==> src/rtl/mix_columns_seq_if.sv <==
// Handshake bundle for the MixColumns engine: state-in channel (with mode) and result-out channel.
// The producer/consumer side uses master; the engine uses slave.
interface mix_columns_seq_if #(
    parameter int LENGTH = 128
);
    logic              in_valid;
    logic              in_ready;
    logic              inv;
    logic [LENGTH-1:0] in;
    logic              out_valid;
    logic              out_ready;
    logic [LENGTH-1:0] out;

    modport master (
        output in_valid, inv, in, out_ready,
        input  in_ready, out_valid, out
    );

    modport slave (
        input  in_valid, inv, in, out_ready,
        output in_ready, out_valid, out
    );
endinterface

==> src/rtl/mix_columns_seq.sv <==
// Sequential AES (Inv)MixColumns: one column per clock through a shared GF(2^8) unit, COLS cycles per block.
// Result held on out until out_ready; in_ready only in IDLE or when DONE is being drained (back-to-back accept).
module mix_columns_seq #(
    parameter int BYTE   = 8,
    parameter int DWORD  = 32,
    parameter int LENGTH = 128,
    parameter int COLS   = LENGTH / DWORD
) (
    input  logic             clk,
    input  logic             rst_n,
    mix_columns_seq_if.slave bus
);

    localparam int CW = (COLS > 1) ? $clog2(COLS) : 1;

    typedef enum logic [1:0] {
        IDLE = 2'd0,
        BUSY = 2'd1,
        DONE = 2'd2
    } state_t;

    state_t            state;
    state_t            state_nxt;
    logic              live;
    logic [CW-1:0]     cnt;
    logic [LENGTH-1:0] work;
    logic [LENGTH-1:0] work_mix;
    logic [LENGTH-1:0] result;
    logic              mode;
    logic              rdy;
    logic              vld;
    logic              accept;
    logic              last;
    logic [DWORD-1:0]  col_cur;
    logic [DWORD-1:0]  col_mix;

    function automatic logic [BYTE-1:0] xtime(input logic [BYTE-1:0] x);
        return {x[BYTE-2:0], 1'b0} ^ (x[BYTE-1] ? 8'h1B : 8'h00);
    endfunction

    // Coefficients are built from x, 2x, 4x, 8x so both directions share one doubling chain.
    function automatic logic [DWORD-1:0] mix_col(input logic [DWORD-1:0] c, input logic md);
        logic [BYTE-1:0] a  [4];
        logic [BYTE-1:0] x2 [4];
        logic [BYTE-1:0] x4 [4];
        logic [BYTE-1:0] x8 [4];
        logic [BYTE-1:0] b  [4];
        logic [DWORD-1:0] r;
        for (int i = 0; i < 4; i++) begin
            a[i]  = c[DWORD-1-BYTE*i -: BYTE];
            x2[i] = xtime(a[i]);
            x4[i] = xtime(x2[i]);
            x8[i] = xtime(x4[i]);
        end
        for (int i = 0; i < 4; i++) begin
            if (!md) begin
                b[i] = x2[i]
                     ^ (x2[(i+1)%4] ^ a[(i+1)%4])
                     ^ a[(i+2)%4]
                     ^ a[(i+3)%4];
            end else begin
                b[i] = (x8[i] ^ x4[i] ^ x2[i])
                     ^ (x8[(i+1)%4] ^ x2[(i+1)%4] ^ a[(i+1)%4])
                     ^ (x8[(i+2)%4] ^ x4[(i+2)%4] ^ a[(i+2)%4])
                     ^ (x8[(i+3)%4] ^ a[(i+3)%4]);
            end
        end
        r = '0;
        for (int i = 0; i < 4; i++) begin
            r[DWORD-1-BYTE*i -: BYTE] = b[i];
        end
        return r;
    endfunction

    assign accept  = bus.in_valid && rdy;
    assign last    = (cnt == CW'(COLS - 1));
    assign col_cur = work[cnt*DWORD +: DWORD];
    assign col_mix = mix_col(col_cur, mode);

    always_comb begin
        work_mix                         = work;
        work_mix[cnt*DWORD +: DWORD]     = col_mix;
    end

    always_ff @(posedge clk or negedge rst_n) begin
        if (!rst_n) begin
            state <= IDLE;
        end else begin
            state <= state_nxt;
        end
    end

    // live keeps in_ready low while reset is held, rising on the first edge after release.
    always_comb begin
        state_nxt = state;
        rdy       = 1'b0;
        vld       = 1'b0;
        case (state)
            IDLE: begin
                rdy = live;
                if (bus.in_valid && live) begin
                    state_nxt = BUSY;
                end
            end
            BUSY: begin
                if (last) begin
                    state_nxt = DONE;
                end
            end
            DONE: begin
                vld = 1'b1;
                rdy = bus.out_ready;
                if (bus.out_ready) begin
                    state_nxt = bus.in_valid ? BUSY : IDLE;
                end
            end
            default: begin
                state_nxt = IDLE;
            end
        endcase
    end

    always_ff @(posedge clk or negedge rst_n) begin
        if (!rst_n) begin
            live   <= 1'b0;
            cnt    <= '0;
            work   <= '0;
            mode   <= 1'b0;
            result <= '0;
        end else begin
            live <= 1'b1;
            if (accept) begin
                work <= bus.in;
                mode <= bus.inv;
                cnt  <= '0;
            end else if (state == BUSY) begin
                work <= work_mix;
                if (last) begin
                    result <= work_mix;
                    cnt    <= '0;
                end else begin
                    cnt <= cnt + CW'(1);
                end
            end
        end
    end

    // result is a separate register so out stays put while the next block is in flight.
    assign bus.in_ready  = rdy;
    assign bus.out_valid = vld;
    assign bus.out       = result;

endmodule
==> src/flat_wrapper.sv <==
// flat-port wrapper written by rule: the top's interface ports become plain ports
module mix_columns_seq_flat 
#(
    parameter int BYTE   = 8,
    parameter int DWORD  = 32,
    parameter int LENGTH = 128,
    parameter int COLS   = LENGTH / DWORD
)
  (clk, rst_n, bus_in_valid, bus_inv, bus_in, bus_out_ready, bus_in_ready, bus_out_valid, bus_out);
  mix_columns_seq_if #(.LENGTH(LENGTH)) bus_i ();
  input  logic clk;
  input  logic rst_n;
  input wire logic [$bits(bus_i.in_valid)-1:0] bus_in_valid;
  input wire logic [$bits(bus_i.inv)-1:0] bus_inv;
  input wire logic [$bits(bus_i.in)-1:0] bus_in;
  input wire logic [$bits(bus_i.out_ready)-1:0] bus_out_ready;
  output wire logic [$bits(bus_i.in_ready)-1:0] bus_in_ready;
  output wire logic [$bits(bus_i.out_valid)-1:0] bus_out_valid;
  output wire logic [$bits(bus_i.out)-1:0] bus_out;
  assign bus_i.in_valid = bus_in_valid;
  assign bus_i.inv = bus_inv;
  assign bus_i.in = bus_in;
  assign bus_i.out_ready = bus_out_ready;
  assign bus_in_ready = bus_i.in_ready;
  assign bus_out_valid = bus_i.out_valid;
  assign bus_out = bus_i.out;
  mix_columns_seq #(.BYTE(BYTE), .DWORD(DWORD), .LENGTH(LENGTH), .COLS(COLS)) u_core (.clk(clk), .rst_n(rst_n), .bus(bus_i));
endmodule
==> config.mk <==
export PLATFORM = sky130hd
export DESIGN_NAME = mix_columns_seq_flat
export DESIGN_NICKNAME = d
export VERILOG_FILES = /design/src/rtl/mix_columns_seq_if.sv /design/src/rtl/mix_columns_seq.sv /design/src/flat_wrapper.sv
export SDC_FILE = /design/constraint.sdc
export NUM_CORES = 1
export LEC_CHECK = 0
export ABC_AREA = 1
export BUFFER_PORTS_ARGS = -buffer_cell sky130_fd_sc_hd__clkbuf_2
export CAP_MARGIN = 25
export CORE_UTILIZATION = 59
export CTS_CLUSTER_DIAMETER = 30
export DETAILED_ROUTE_END_ITERATION = 8
export GPL_TIMING_DRIVEN = 0
export PLACE_DENSITY = 0.89
export SLEW_MARGIN = 20
export SYNTH_ARGS = -nofsm -noshare
export SYNTH_HDL_FRONTEND = slang
export SYNTH_SLANG_ARGS = --single-unit
==> constraint.sdc <==
create_clock -name clk -period 3 [get_ports clk]
set_input_delay 0.45 -clock clk [delete_from_list [all_inputs] [get_ports clk]]
set_output_delay 0.45 -clock clk [all_outputs]
set_load 0.1 [all_outputs]
==> results of run 1 <==
==> logic make-up after synthesis <==
family / count (synthesis) / share of synthesized area, %
other: 1 / 0.0192
AND/OR/NAND/NOR: 1872 / 40.7
AO/OA/AOI/OAI: 241 / 7.73
adder cells (fa/ha/maj): 6 / 0.384
XOR/XNOR: 190 / 9.69
flip-flops: 262 / 33.6
buffers and inverters: 358 / 7.88
==> layer usage <==
| metal | overflow | GRT usage [%] |
|---|---|---|
| met1 | 0 | 67.3 |
| met2 | 2 | 88.6 |
| met3 | 0 | 45.5 |
| met4 | 5 | 68.6 |
| met5 | 0 | 9.48 |
==> stage by stage <==
stage,TNS (ns),cell area [um2]
floorplan,0,19500
global placement,-1082.24,21400
detailed placement,-140.19,21500
CTS,-0.170,26400
==> Yosys cell counts (all sizes together) <==
library cell  instances
a32o                  2
nand4                45
dfrtp               262
xor2                129
a22o                 33
nor3                  2
or2                  15
nand3b                7
ha                    6
nand2b                1
conb                  1
nor4                  1
clkbuf               67
nand3               262
a21oi                13
buf                  71
a21o                  4
o31ai                 1
o21bai                4
o22ai                19
o21a                  1
clkinv                3
o21ai               134
nand2              1504
xnor2                61
inv                 217
nor3b                 1
o211ai               30
nor2                 34
==> what timing repair did <==
item / 4_1_cts
hold buffers: 1
buffers inserted: 142
endpoints found under the setup margin: 257
gates resized for setup: 436
pin swaps: 110
hold endpoints to repair: 82
gates cloned: 6
==> flow_summary_export.csv, run 1 <==
group,metric,value,unit
outcome,status,"stopped before the end",
outcome,stop_stage,"global routing",
outcome,stop_error,"[ERROR GRT-0116] Global routing finished with congestion. Check the congestion regions in the DRC Viewer.",
placed_design,gp_congestion,1.16,
yosys,seq_area_frac_synth,33.6,%
floorplan,num_io_pins,263,
floorplan,die_x,184,um
floorplan,start_util,60.0,%
clocking,clock-sinks,262,
floorplan,dieHeight,184,um
yosys,ys_ff_latch,262,
yosys,synth_top_area_share,33.6,%
yosys,syn-num-nets,3069,
grt,grt_remaining_overflow,7,
placed_design,io_buffers,262,
placed_design,dp_cells,3636,
yosys,yosysWarnings,0,
clocking,cts_root_buf,"clkbuf_16",
placed_design,pre_cts_slack,-0.901,ns
yosys,avgSynthCellArea,6.66,um2
yosys,yosys.area.top_type,"dfrtp_1",
grt,grt_max_degree,91,
yosys,synth.cell_area,19500,um2
yosys,yosys-top-cells-area,"dfrtp_1 34%, nand2_1 27%, nand3_1 6.4%, xor2_1 5.2%, inv_1 3.7%",
grt,grt_pass1_vias,26500,
yosys,netlist_instances,2930,
yosys,ys_types,50,
placed_design,hpwl,72.2,mm
floorplan,rows,66,
grt,grt_use_total,67.1,%
clocking,cts_buffers,47,
clocking,clockBufferDepth,3,
grt,grt_pass1_wl,165,mm
clocking,cts.htree.levels,2,
==> run 2, diff against run 1 <==
- CORE_UTILIZATION: 59 -> 40
- CTS_CLUSTER_DIAMETER: 30 -> unset
- PLACE_DENSITY: 0.89 -> unset
- PLACE_DENSITY_LB_ADDON: unset -> 0.15
==> run 2 against run 1 <==
The flow now finishes, with violations (setup timing). Synthesized area did not move. Synthesized cell count unchanged.
==> flow_summary_export.csv, run 2 <==
group,metric,value,unit
final_layout,instances_no_fill,4020,
yosys,synthMostInstantiatedCell,"nand2_1",
clocking,clkSlewWorstSetupHoldPaths,0.06,ns
outcome,failed_checks,"setup timing",
clocking,cts_root_buf,"clkbuf_16",
grt,top_usage_layer,"met2",
clocking,clk_latency,0.58,ns
yosys,synth_ff_type,"dfrtp_1",
setup_path,cp_cell_sequence,"inv_6 > buf_6 > buf_8 > nand2_1 > nand3_2 > nand2_4 > buf_4 > nand2_2 > nand2_8 > xnor2_2 > xnor2_2 > nor2_1 > o21ai_4 > buf_12 > nand2_2 > nor2_4 > nand2_1 > o21ai_2 > nand2_1 > nand2_1",
yosys,avgSynthCellArea,6.66,um2
setup_path,crit_fanout,10,
outcome,status,"finished, violations left",
final_layout,final_cell_mix,"1350 x nand2_1, 269 x clkbuf_2, 260 x dfrtp_1",
timing,fin_crit_sh,109,%
final_layout,final_nets,3522,
grt,grtUsageMet1,50.9,%
floorplan,rows,80,
grt,grt_max_degree,91,
timing,period_minus_slack,3.26,ns
yosys,synth.cell_area,19500,um2
min_path,hold_path.class,"in2reg",
drt,wl,103,mm
flow_run,cap_violations,0,
yosys,syn-num-nets,3069,
timing,finalWorstSetupSlack,-0.261,ns
setup_path,crit_buf_inv,5,
placed_design,gp_congestion,1.05,
final_layout,fin_util,53.8,%
final_layout,seq_area,6560,um2
setup_path,cp_top_family,"simple AND/OR/NAND/NOR gates",
yosys,yosysWarnings,0,
grt,grt_pass1_vias,21800,
grt,antenna_found_initial,2,
grt,gr-usage-met3,7.30,%
timing,setup_viol_count_final,238,
setup_path,critPathArrivalTime,3.77,ns
timing,skew,0.0132,ns
timing,slew_viol_final,0,
grt,grt_remaining_overflow,0,
yosys,synth_common_cells,"1422 x nand2_1, 262 x dfrtp_1, 250 x nand3_1",
yosys,synthArstFlopShare,100,%
floorplan,die_x,223,um
clocking,cts.htree.levels,1,
setup_path,cpPeakStageDelay,0.48,ns
clocking,clock-sinks,262,
placed_design,io_buffers,262,
timing,relSlewSlack,20.7,%
setup_path,cp_common_cell,"nand2_1",
timing,rsz0062_at_grt,"yes",
setup_path,crit_path_top_delay_cell,"dfrtp_2",
drt,drt-wirelength-per-cell,25.6,um
clocking,cts_tree,"done",
yosys,ys_ff_latch,262,
timing,hold_viol,0,
floorplan,dieHeight,223,um
placed_design,pre_cts_slack,-1.11,ns
final_layout,final_common_cell,"nand2_1",
placed_design,hpwl,80.9,mm
yosys,netlist_instances,2930,
drt,viasPerCell,5.62,
placed_design,dp_cells,3810,
setup_path,crit_type,"reg2reg",
yosys,ys_types,50,
setup_path,crit_required,3.51,ns
setup_path,cp-end-kind,"register",
yosys,yosys-top-cells-area,"dfrtp_1 34%, nand2_1 27%, nand3_1 6.4%, xor2_1 5.2%, inv_1 3.7%",
floorplan,start_util,40.7,%
clocking,clockBufferDepth,3,
final_layout,fill_cells,4809,
final_layout,drive_above_1_share,26.2,%
grt,grt_use_total,40.9,%
yosys,synth_top_area_share,33.6,%
timing,timing.fmax,307,MHz
clocking,cts_buffers,29,
floorplan,num_io_pins,263,
yosys,seq_area_frac_synth,33.6,%
floorplan,dieArea,49700,um2
drt,drtIter0Drc,2305,
floorplan,fp.coreArea,47900,um2
setup_path,start_kind,"register",
drt,via_count,22600,
yosys,yosys.area.top_type,"dfrtp_1",
final_layout,syn_to_final_growth,32.1,%
timing,tightestPinTransition,1.19,ns
grt,global_route.usage.met2,64.1,%
grt,grt_pass1_wl,146,mm
yosys,synth_edf_count,0,
drt,first_pass_iters,6,
drt,postRouteAntennaNets,0,
drt,route.detailed.drc,0,
final_layout,multi_input_area,12900,um2
[run 2: cell counts after synthesis]
No cell type changed its count.
[run 2: worst paths after layout]
kind | startpoint | endpoint | slack (ns) | cells after the start
min in group asynchronous | rst_n | u_core.bus.out[58] | 0.40 | 2
min | bus_in[85] | u_core.work[85] | 0.11 | 3
min reg2reg | u_core.bus.out[23] | u_core.bus.out[23] | 0.48 | 2
max | u_core.cnt[0] | u_core.bus.out[40] | -0.26 | 20
max in group asynchronous | rst_n | u_core.bus.out[16] | 1.77 | 3
max reg2reg | u_core.cnt[0] | u_core.bus.out[40] | -0.26 | 20
[run 2: cells by family after synthesis]
family | after synthesis | synth area share (%)
buffers and inverters | 358 | 7.88
and+or+nand+nor | 1872 | 40.7
DFF | 262 | 33.6
other | 1 | 0.0192
AOI/OAI and AO/OA | 241 | 7.73
adders and majority gates | 6 | 0.384
xor gates and xnor gates | 190 | 9.69
[run 2: worst register-to-register path, cell delays in order (launching register included)]
cell and delay [ns]:
dfrtp_2 0.48, inv_6 0.13, buf_6 0.17, buf_8 0.16, nand2_1 0.07, nand3_2 0.08
nand2_4 0.13, buf_4 0.17, nand2_2 0.11, nand2_8 0.10, xnor2_2 0.17, xnor2_2 0.23
nor2_1 0.12, o21ai_4 0.17, buf_12 0.14, nand2_2 0.09, nor2_4 0.27, nand2_1 0.14
o21ai_2 0.09, nand2_1 0.07, nand2_1 0.06
[run 2: final cells by class]
class	count	area share [%]
clock inverters	9	0.408
clock buffers	42	3.39
plain buffers	138	3.36
repair buffers	422	11.1
inverters	220	3.34
diodes	2	0.0194
well taps	615	2.98
multi-input cells	2310	49.9
flip-flops and latches	262	25.4
[run 2: per-layer routing]
layer | part of all wire [%] | up-vias
met4 | 8.5 | 2
met1 | 39 | 10900
met2 | 44 | 1245
met5 | 0.011 | -
met3 | 8.5 | 360
li1 | - | 10200
[run 2: timing repair]
item	CTS	global route
setup buffers	111	44
endpoints found under the hold margin	41	0
gates cloned	0	1
gates resized for setup	320	60
setup endpoints to repair	257	258
hold buffers	1	0
pin swaps	78	26
[run 2: stage by stage]
| stage | cell area [um2] | setup TNS (ns) | hold slack [ns] |
|---|---|---|---|
| floorplan | 19500 | 0 | 0.154 |
| global placement | 21600 | -1259.99 | 0.467 |
| detailed placement | 21700 | -166.98 | 0.437 |
| CTS | 25200 | -9.60 | 0.102 |
| global route | 25800 | -55.68 | 0.114 |
| finish | 25800 | -25.79 | 0.105 |
Power of run 2 is not shown: default switching activity piles up to over one toggle a cycle in this logic, so the estimate is an artifact.
==> run 3, diff against run 2 <==
- BUFFER_PORTS_ARGS: -buffer_cell sky130_fd_sc_hd__clkbuf_2 -> -buffer_cell sky130_fd_sc_hd__buf_2
==> run 3 against run 2 <==
The flow still finishes with violations (setup timing). Final cell count rose by 2.0%. Sequential cell count unchanged. Critical path type unchanged. Non-clock buffer count grew 82. Critical path depth decreased by 10.
==> flow_summary_export.csv, run 3 (synthesis gave the netlist of run 2 again) <==
group,metric,value,unit
floorplan,rows,80,
setup_path,crit_type,"reg2reg",
final_layout,final_cell_mix,"1208 x nand2_1, 293 x buf_2, 260 x dfrtp_1",
floorplan,fp.coreArea,47900,um2
setup_path,crit_cells,10,
setup_path,regToRegSetupSlack,-0.24,ns
timing,timing.fmax,308,MHz
setup_path,r2r_cells,10,
setup_path,cp_top_family,"simple AND/OR/NAND/NOR gates",
flow_run,cap_violations,0,
setup_path,crit_buf_inv,4,
timing,skew,0.0332,ns
final_layout,final_common_cell,"nand2_1",
drt,via_count,23200,
grt,antenna_found_initial,1,
placed_design,hpwl,81.6,mm
floorplan,num_io_pins,263,
drt,route.detailed.drc,0,
setup_path,start_kind,"register",
clocking,clock-sinks,262,
grt,grt_pass1_vias,22100,
setup_path,cp_common_cell,"nand2_1",
drt,viasPerCell,5.67,
placed_design,dp_cells,3809,
drt,wl,108,mm
floorplan,start_util,40.7,%
setup_path,critPathArrivalTime,3.78,ns
min_path,worst_hold_path.num_cells,3,
timing,setup_viol_count_final,209,
drt,postRouteAntennaNets,0,
timing,relSlewSlack,29.8,%
placed_design,io_buffers,262,
final_layout,seq_area,6560,um2
timing,hold_ws,0.0798,ns
min_path,hold_path.class,"in2reg",
grt,grt_pass1_wl,149,mm
final_layout,instances_no_fill,4102,
clocking,cts_root_buf,"clkbuf_16",
placed_design,gp_congestion,1.06,
setup_path,crit_required,3.53,ns
final_layout,final_nets,3606,
final_layout,drive_above_1_share,36.1,%
grt,grt_remaining_overflow,0,
final_layout,multi_input_area,14800,um2
outcome,failed_checks,"setup timing",
clocking,cts.htree.levels,1,
setup_path,crit_path_top_delay_cell,"nor4_2",
timing,hold_viol,0,
timing,rsz0062_at_grt,"yes",
floorplan,die_x,223,um
setup_path,cp_cell_sequence,"inv_8 > buf_12 > buf_12 > ha_1 > nor4_2 > clkbuf_2 > nand3_1 > nand2_1 > nand2_1 > nand2_1",
timing,fin_crit_sh,108,%
clocking,clk_latency,0.60,ns
timing,period_minus_slack,3.24,ns
floorplan,dieHeight,223,um
timing,finalWorstSetupSlack,-0.244,ns
drt,drtIter0Drc,2365,
clocking,clkSlewWorstSetupHoldPaths,0.07,ns
floorplan,dieArea,49700,um2
grt,grt_max_degree,92,
timing,tightestPinTransition,1.05,ns
clocking,clockBufferDepth,3,
final_layout,syn_to_final_growth,47.4,%
clocking,cts_tree,"done",
timing,slew_viol_final,0,
drt,drt-wirelength-per-cell,26.3,um
grt,grt_use_total,41.6,%
drt,first_pass_iters,6,
setup_path,cpPeakStageDelay,0.61,ns
placed_design,pre_cts_slack,-1.25,ns
clocking,cts_buffers,29,
setup_path,crit_fanout,10,
outcome,status,"finished, violations left",
final_layout,fin_util,60.0,%
setup_path,cp-end-kind,"register",
final_layout,fill_cells,4511,
[run 3: area by class of cell]
type                       count  area share, %
buffer                       136           3.22
tap                          615           2.67
timing repair buffer         506           13.2
multi-input combinational   2312           51.5
clock buffer                  37           2.83
sequential                   262           22.8
clock inverter                13          0.648
inverter                     220           3.10
antenna                        1        0.00869
[run 3: worst reg2reg max path, cell delays in order, from the launching register on]
cell	delay, ns
dfrtp_2	0.52
inv_8	0.12
buf_12	0.19
buf_12	0.15
ha_1	0.46
nor4_2	0.61
clkbuf_2	0.46
nand3_1	0.31
nand2_1	0.21
nand2_1	0.11
nand2_1	0.08
[run 3: what timing repair did]
| item | 4_1_cts | 5_1_grt |
|---|---|---|
| hold endpoints to repair | 81 | 0 |
| gates cloned | 3 | 10 |
| pin swaps | 94 | 197 |
| setup buffers | 121 | 110 |
| setup endpoints to repair | 257 | 258 |
| hold buffers | 1 | 0 |
| resized for setup | 403 | 454 |
[run 3: per-stage QoR]
step                      setup TNS [ns]  area (um2)
after floorplan                        0       19500
after global placement          -1069.86       21600
after detailed placement         -174.89       21700
after CTS                          -7.52       25600
after global routing              -35.33       28800
final                             -19.02       28800
[run 3: final timing paths]
path / startpoint / endpoint
max in group asynchronous: rst_n / u_core.cnt[1]
setup reg to reg: u_core.cnt[0] / u_core.bus.out[23]
setup / recovery: u_core.cnt[0] / u_core.bus.out[23]
hold reg to reg: u_core.bus.out[58] / u_core.bus.out[58]
hold / removal: bus_in[77] / u_core.work[77]
min in group asynchronous: rst_n / u_core.bus.out[58]
[run 3: routing by layer]
metal	wire length, um	GRT usage [%]	up-vias
li1	-	-	10300
met1	40300	50.9	11200
met2	47800	64.7	1292
met3	9920	7.36	399
met4	9820	32.9	2
met5	10	0	-
Power of run 3 is left out for the same reason.
